## src/rtl/if_fetch_pkg.sv

```systemverilog
// Shared constants, state encoding and redirect helper for the IF fetch stage.
// Optional feature macro: IF_ALIGN_EXC_EN (misaligned fetch raises if_excp_adel).
package if_fetch_pkg;

    localparam int unsigned INST_ADDR_W = 32;
    localparam int unsigned INST_W      = 32;

    localparam logic [INST_W-1:0]      ZERO_WORD = '0;
    localparam logic [INST_ADDR_W-1:0] RESET_PC  = 32'h0000_0000;

    localparam logic STOP    = 1'b1;
    localparam logic NO_STOP = 1'b0;

    localparam int unsigned STALL_IF_ID = 1;
    localparam int unsigned STALL_ID    = 2;

    typedef enum logic [1:0] {
        S_IDLE    = 2'd0,
        S_REQ     = 2'd1,
        S_HOLD    = 2'd2,
        S_DISCARD = 2'd3
    } fetch_state_e;

    // Without alignment exceptions every redirect is snapped to a word boundary.
    function automatic logic [INST_ADDR_W-1:0] redirect_pc(input logic [INST_ADDR_W-1:0] target);
`ifdef IF_ALIGN_EXC_EN
        return target;
`else
        return {target[INST_ADDR_W-1:2], 2'b00};
`endif
    endfunction

endpackage

```

## src/rtl/if_fetch.sv

```systemverilog
// Instruction fetch stage: request FSM, PC, pending-branch register and IF/ID hold buffer.
// Optional feature macro: IF_ALIGN_EXC_EN (misaligned PC offered with if_excp_adel=1, no request).
module if_fetch
    import if_fetch_pkg::*;
(
    input  logic        clk,
    input  logic        rst,
    input  logic [5:0]  stall,
    input  logic        branch_flag_i,
    input  logic [31:0] branch_target_i,
    input  logic        flush,
    input  logic [31:0] new_pc,
    output logic        inst_req,
    output logic [31:0] inst_addr,
    input  logic        inst_ack,
    input  logic [31:0] inst_rdata,
    output logic [31:0] if_pc,
    output logic [31:0] if_inst,
    output logic        stallreq_if,
    output logic        if_excp_adel
);

    fetch_state_e state_q, state_d;
    logic [31:0]  pc_q, pc_d;
    logic [31:0]  pend_pc_q, pend_pc_d;
    logic         pend_vld_q, pend_vld_d;
    logic [31:0]  disc_pc_q, disc_pc_d;
    logic [31:0]  buf_pc_q, buf_pc_d;
    logic [31:0]  buf_inst_q, buf_inst_d;
`ifdef IF_ALIGN_EXC_EN
    logic         buf_adel_q, buf_adel_d;
`endif

    logic         adel_now;
    logic         fetch_hit;
    logic         valid;
    logic         consume;
    logic         branch_take;
    logic [31:0]  flush_pc;
    logic [31:0]  branch_pc;
    logic [31:0]  next_pc;
    logic [7:0]   unused_bits;

    assign unused_bits = {stall[5:3], stall[0], new_pc[1:0], branch_target_i[1:0]};

`ifdef IF_ALIGN_EXC_EN
    assign adel_now = (state_q == S_REQ) && (pc_q[1:0] != 2'b00);
`else
    assign adel_now = 1'b0;
`endif

    assign fetch_hit   = (state_q == S_REQ) && (adel_now || inst_ack);
    assign consume     = valid && (stall[STALL_IF_ID] == NO_STOP);
    assign branch_take = branch_flag_i && (stall[STALL_ID] == NO_STOP);
    assign flush_pc    = redirect_pc(new_pc);
    assign branch_pc   = redirect_pc(branch_target_i);

    always_comb begin
        inst_req     = 1'b0;
        inst_addr    = ZERO_WORD;
        if_pc        = ZERO_WORD;
        if_inst      = ZERO_WORD;
        if_excp_adel = 1'b0;
        valid        = 1'b0;
        case (state_q)
            S_REQ: begin
                if (adel_now) begin
                    valid        = 1'b1;
                    if_pc        = pc_q;
                    if_excp_adel = 1'b1;
                end else begin
                    inst_req  = 1'b1;
                    inst_addr = pc_q;
                    if (inst_ack) begin
                        valid   = 1'b1;
                        if_pc   = pc_q;
                        if_inst = inst_rdata;
                    end
                end
            end
            S_HOLD: begin
                valid   = 1'b1;
                if_pc   = buf_pc_q;
                if_inst = buf_inst_q;
`ifdef IF_ALIGN_EXC_EN
                if_excp_adel = buf_adel_q;
`endif
            end
            S_DISCARD: begin
                inst_req  = 1'b1;
                inst_addr = pc_q;
            end
            default: ;
        endcase
        stallreq_if = ~valid;
    end

    always_comb begin
        if (branch_take) begin
            next_pc = branch_pc;
        end else if (pend_vld_q) begin
            next_pc = pend_pc_q;
        end else begin
            next_pc = pc_q + 32'd4;
        end
    end

    always_comb begin
        state_d    = state_q;
        pc_d       = pc_q;
        pend_pc_d  = pend_pc_q;
        pend_vld_d = pend_vld_q;
        disc_pc_d  = disc_pc_q;
        buf_pc_d   = buf_pc_q;
        buf_inst_d = buf_inst_q;
`ifdef IF_ALIGN_EXC_EN
        buf_adel_d = buf_adel_q;
`endif
        if (flush) begin
            pend_vld_d = 1'b0;
            case (state_q)
                S_REQ: begin
                    // An unacked request cannot be withdrawn, so it is drained in DISCARD.
                    if (fetch_hit) begin
                        pc_d = flush_pc;
                    end else begin
                        disc_pc_d = flush_pc;
                        state_d   = S_DISCARD;
                    end
                end
                S_DISCARD: begin
                    if (inst_ack) begin
                        pc_d    = flush_pc;
                        state_d = S_REQ;
                    end else begin
                        disc_pc_d = flush_pc;
                    end
                end
                default: begin
                    pc_d    = flush_pc;
                    state_d = S_REQ;
                end
            endcase
        end else begin
            if (branch_take && !consume) begin
                pend_vld_d = 1'b1;
                pend_pc_d  = branch_pc;
            end
            case (state_q)
                S_IDLE: state_d = S_REQ;
                S_REQ: begin
                    if (fetch_hit) begin
                        if (consume) begin
                            pc_d       = next_pc;
                            pend_vld_d = 1'b0;
                        end else begin
                            buf_pc_d   = pc_q;
                            buf_inst_d = adel_now ? ZERO_WORD : inst_rdata;
`ifdef IF_ALIGN_EXC_EN
                            buf_adel_d = adel_now;
`endif
                            state_d    = S_HOLD;
                        end
                    end
                end
                S_HOLD: begin
                    if (consume) begin
                        pc_d       = next_pc;
                        pend_vld_d = 1'b0;
                        state_d    = S_REQ;
                    end
                end
                S_DISCARD: begin
                    if (inst_ack) begin
                        pc_d    = disc_pc_q;
                        state_d = S_REQ;
                    end
                end
                default: state_d = S_IDLE;
            endcase
        end
    end

    always_ff @(posedge clk or negedge rst) begin
        if (!rst) begin
            state_q    <= S_IDLE;
            pc_q       <= RESET_PC;
            pend_pc_q  <= ZERO_WORD;
            pend_vld_q <= 1'b0;
            disc_pc_q  <= ZERO_WORD;
            buf_pc_q   <= ZERO_WORD;
            buf_inst_q <= ZERO_WORD;
`ifdef IF_ALIGN_EXC_EN
            buf_adel_q <= 1'b0;
`endif
        end else begin
            state_q    <= state_d;
            pc_q       <= pc_d;
            pend_pc_q  <= pend_pc_d;
            pend_vld_q <= pend_vld_d;
            disc_pc_q  <= disc_pc_d;
            buf_pc_q   <= buf_pc_d;
            buf_inst_q <= buf_inst_d;
`ifdef IF_ALIGN_EXC_EN
            buf_adel_q <= buf_adel_d;
`endif
        end
    end

endmodule

```

## config.mk

```make
export PLATFORM = sky130hd
export DESIGN_NAME = if_fetch
export DESIGN_NICKNAME = d
export VERILOG_FILES = /design/src/rtl/if_fetch_pkg.sv /design/src/rtl/if_fetch.sv
export SDC_FILE = /design/constraint.sdc
export NUM_CORES = 1
export LEC_CHECK = 0
export CAP_MARGIN = 0
export CORE_MARGIN = 8
export CORE_UTILIZATION = 40
export CTS_CLUSTER_DIAMETER = 80
export CTS_CLUSTER_SIZE = 14
export DETAILED_ROUTE_END_ITERATION = 7
export PLACE_DENSITY = 0.66
export SETUP_SLACK_MARGIN = 0.02
export SLEW_MARGIN = 20
export SYNTH_ARGS = -nofsm -noshare
export SYNTH_HDL_FRONTEND = slang
export SYNTH_SLANG_ARGS = --single-unit
```

## constraint.sdc

```tcl
create_clock -name clk -period 4.3 [get_ports clk]
set_input_delay 0.43 -clock clk [delete_from_list [all_inputs] [get_ports clk]]
set_output_delay 0.43 -clock clk [all_outputs]
set_load 0.1 [all_outputs]
```

[After elaboration in Yosys (flattened, before gate mapping)]
Cells that the tools add are included.
W data, S select, Z words.
Operators by class
  bitwise operators: 5
  eq/ne operators: 11
  multiplexer cells: 34
  reduce and logical (&&, ||, !) cells: 14
  $add $sub $neg: 1
Operators by type and width (count)
  $mux W32: 13
  $pmux W32 S2: 4
  $pmux W32 S3: 1
  $add A32 B3 Y32 const B: 1
  $mux W2: 6
  $ne A3 B3 Y1 const B: 4
  $reduce_and A4 Y1: 3
  $ne A2 B2 Y1 const B: 4
  $pmux W2 S4: 1
  $mux W1: 6
  $not A1 Y1: 5
  $eq A2 B2 Y1 const B: 2
  $logic_and A1 B1 Y1: 4
  $pmux W1 S2: 2
  $pmux W2 S2: 1
  $reduce_bool A4 Y1: 1
  $reduce_and A3 Y1: 1
  $eq A2 B1 Y1 const B: 1
  $logic_not A2 Y1: 1
  $reduce_and A2 Y1: 1
  $reduce_bool A2 Y1: 1
  $reduce_or A2 Y1: 1
  $logic_not A1 Y1: 1
Word-level totals
  output and inout port bits: 99
  bits in registers: 161
  input port bits: 107

[Logic depth before layout (Yosys ltp)]
  word-level depth: 10
  depth in mapped cells: 10
  depth with buffers taken out: 7

[Worst setup path before layout]
Ideal clock, no wire load.
  kind: register to output
  start point: reg state_q[1]
  end point: out if_inst[0]
  cell stages (with the launch flop): 8
  arrival: 2.626 ns
  path slack: 1.244 ns
  cells stage by stage: dfrtp_1 inv_1 ha_1 and2_1 clkbuf_1 clkbuf_1 a22oi_1 nor2_1
Between the ends
  word-level cells in the longest chain between the ends: 2
RTL lines
  from (decl): line if_fetch.sv:23  | fetch_state_e state_q, state_d;
  from (signal assigned): line if_fetch.sv:197  | state_q <= state_d;
  $eq A2 B2 Y1 / $eq A2 B1 Y1 (equally long branches): line if_fetch.sv:65  | case (state_q)
  $pmux W32 S2 (*): line if_fetch.sv:65
  to (decl): line if_fetch.sv:18  | output logic [31:0] if_inst,
Every way passes the cells marked *; elsewhere a longest branch is shown, timed or not.

[Worst setup path in the final report]
  start point: reg state_q[1]
  end point: out if_pc[30]
Between the ends
  word-level cells in the longest chain between the ends: 2
RTL lines
  $eq A2 B2 Y1 / $eq A2 B1 Y1 (equally long branches): line if_fetch.sv:65
  $pmux W32 S2 (*): line if_fetch.sv:65
  to (decl): line if_fetch.sv:17  | output logic [31:0] if_pc,
Marks and branches as above.

==> flow_metrics.py <==
metrics = {
    "die": {
        "coreArea_sq_um": 21800,
        "dieArea_sq_um": 27200,
        "pin_count": 206,
        "num_rows": 54,
        "die_x_um": 165,
        "chipHeight_um": 165,
        "initial_core_util_pct": 40.7,
    },
    "flow_run": {
        "drv_cap": 0,
    },
    "cells_and_area": {
        "antenna_cells": 0,
        "drive_above_1_share_pct": 26.1,
        "final_util_pct": 51.9,
        "final_area_sq_um": 11300,
        "nets": 1176,
        "fill_cells": 2007,
        "syn2layout_area_growth_pct": 27.4,
    },
    "detailed_routing": {
        "drtAntennaViolNets": 0,
        "via_per_inst": 5.85,
        "drc": 0,
        "wire_per_inst_um": 21.5,
        "vias": 7939,
        "dr.first_iter.drc_count": 698,
        "wl_um": 29200,
        "dr.pass1.iters": 5,
    },
    "global_route": {
        "antenna_found_initial": 0,
        "grt_max_degree": 81,
        "grtUsageTotal_pct": 21.2,
        "first_global_vias": 7826,
        "grt_pass1_wl_um": 45000,
        "grt_overflow": 0,
    },
    "setup_path": {
        "cpMaxStageDelayCell": "and2_2",
        "cp_common_cell": "buf_4",
        "start_kind": "flop",
        "path_buf_inv": 3,
        "critical_path.max_stage_delay_ns": 0.59,
        "cp_top_family": "buffers and inverters",
        "arrival_ns": 2.70,
        "critical_path.cell_chain": "inv_1 -> ha_1 -> and2_2 -> buf_4 -> a22oi_1 -> nor2_1 -> buf_4",
        "endpoint_kind": "output port",
        "path_class": "flop to output port",
        "critPathRequiredTime_ns": 3.87,
        "critPathMaxFanout": 29,
    },
    "run_status": {
        "status": "finished clean",
    },
    "min_path": {
        "hp-class": "primary input to asynchronous set/reset pin",
    },
    "cts": {
        "holdBufCountCts": 0,
        "cts_setup_buffers": 0,
        "clockRootBuffer": "clkbuf_16",
        "cts_buffers": 17,
        "cts_resized": 0,
        "cts_max_level": 4,
        "clk_pin_slew_ns": 0.06,
        "clkSinkCount": 155,
        "clock_latency_ns": 0.42,
        "cts_tree": "built",
        "cts.path.max_buffers": 2,
    },
    "yosys": {
        "synth_cells": 917,
        "synthArstFlopShare_pct": 100,
        "ys_warn_count": 0,
        "yosys_register_bits": 155,
        "synth.distinct_cells": 65,
        "ys_seq_area_share_pct": 43.6,
        "synth_flop_cell": "dfrtp_1",
        "syn_avg_cell_area_sq_um": 9.69,
        "synth_edf_count": 0,
        "syn_area_sq_um": 8890,
    },
    "sta": {
        "max_freq_ghz": 0.319,
        "fin_tns_setup_ns": 0,
        "fin_worst_skew_ns": 0.0113,
        "slew_viol_final": 0,
        "relSlewSlack_pct": 35.3,
        "period_share_pct": 72.9,
        "hold_viol": 0,
        "max_slew.worst_pin.slew_ns": 0.967,
        "fin_crit_ns": 3.13,
        "finalSetupViolCount": 0,
        "grt_setup_unrepaired": "false",
    },
    "placement": {
        "dp_hpwl_um": 20100,
        "place.gp.congestion": 0.859,
        "dpl_cell_area_sq_um": 10800,
        "io_buffers": 192,
    },
}
-- metrics by stage --
step	hold slack (ns)	setup slack, ns	instances
4_1_cts	0.0676	1.11	1356
5_1_grt	0.0902	0.970	1356
6_report	0.0357	1.17	1356
3_5_place_dp	0.488	1.24	1325
2_1_floorplan	0.134	1.24	921
3_3_place_gp	0.479	1.29	1325
-- cell families after synthesis --
group	after synthesis	share of synthesized area, %
and+or+nand+nor	293	16.0
AOI/OAI and AO/OA	225	18.1
DFF	155	43.6
muxes	126	15.9
buffers and inverters	107	5.10
adders and majority gates	5	0.704
xor gates and xnor gates	5	0.493
other	1	0.0422
-- layout make-up --
type	instances	area (sq um)	share of cell area, %
Multi-Input combinational cell	659	4590	40.5
Sequential cell	155	3880	34.2
Timing Repair Buffer	217	1880	16.6
Clock buffer	20	457	4.03
Tap cell	280	350	3.09
Clock inverter	11	121	1.07
Inverter	14	52.6	0.464
-- worst reg2reg max path, delay by kind of cell, from the launching register on --
kind | cells | cell delay (ns)
simple gates | 2 | 0.89
compound gates | 3 | 0.55
fa+ha+maj | 1 | 0.52
flops | 1 | 0.42
buf+inv | 1 | 0.37
-- cell usage after synthesis, types with 4 or more instances --
cell type | instances | area, sq um
a211oi_1 | 8 | 60.1
o31ai_1 | 5 | 37.5
clkbuf_1 | 63 | 236
o221ai_1 | 4 | 35.0
or3_1 | 7 | 43.8
buf_4 | 9 | 67.6
a21oi_1 | 25 | 125
and4_1 | 7 | 61.3
a311oi_1 | 4 | 35.0
buf_1 | 7 | 26.3
a21o_1 | 4 | 30.0
inv_1 | 12 | 45.0
a221oi_1 | 4 | 35.0
nand2b_1 | 7 | 43.8
o21a_1 | 8 | 60.1
nor2b_1 | 26 | 163
o22ai_1 | 4 | 25.0
nand2_1 | 46 | 173
mux2_2 | 120 | 1350
a22oi_1 | 65 | 488
nand3_1 | 20 | 100
nor3_1 | 11 | 55.1
nor4_1 | 9 | 56.3
and3_1 | 11 | 68.8
a22o_1 | 7 | 61.3
nor2_1 | 121 | 454
a31oi_1 | 14 | 87.6
buf_2 | 14 | 70.1
o311ai_0 | 6 | 52.6
ha_1 | 5 | 62.6
mux2i_1 | 6 | 60.1
o211ai_1 | 7 | 52.6
dfrtp_1 | 155 | 3880
nand4_1 | 11 | 68.8
o31a_1 | 4 | 35.0
and2_1 | 4 | 25.0
o21ai_0 | 29 | 145
or4_1 | 4 | 30.0
-- flip-flops by register name, summed over array words and instances, names as in the netlist --
signal and cells:
buf_inst_q 32, buf_pc_q 30, disc_pc_q 30, pc_q 30, pend_pc_q 30, state_q 2, pend_vld_q 1
-- layer usage --
metal,track usage (%),share of wire (%)
met3,4.61,7.9
met5,0,0
met1,29.6,47
met4,5.81,1.6
met2,32.5,44
-- cells in the final DEF (no fill, tap or decap), types with 7 or more instances in the layout --
master           count
a22oi_1             65
nor4_1               9
a211oi_1             8
dfrtp_1            155
buf_4              118
a22o_1               7
a31oi_1             14
and3_1              11
nor3_1              11
inv_1               12
nand4_1             11
nor2_1             118
nor2b_1             25
o211ai_1             7
nand2b_1             7
clkbuf_16           17
nand2_1             46
a21oi_1             25
mux2_2             120
or3_1                7
and4_1               7
o21a_1               8
nand3_1             20
o21ai_0             29
clkdlybuf4s50_1     98
-- final timing paths --
check / cells past startpoint / end / slack, ns / start
worst max-delay path: 7 / if_pc[30] / 1.17 / state_q[1]
worst min-delay path: 1 / buf_inst_q[20] / 0.04 / rst
worst max register to register: 7 / pc_q[31] / 1.47 / state_q[0]
worst min register to register: 1 / pend_pc_q[23] / 0.50 / pend_pc_q[23]
max in group asynchronous: 2 / buf_pc_q[25] / 3.21 / rst
min in group clk: 1 / pend_pc_q[23] / 0.50 / pend_pc_q[23]
Power is not shown: default switching activity piles up to over one toggle a cycle in this logic, so the estimate is an artifact.
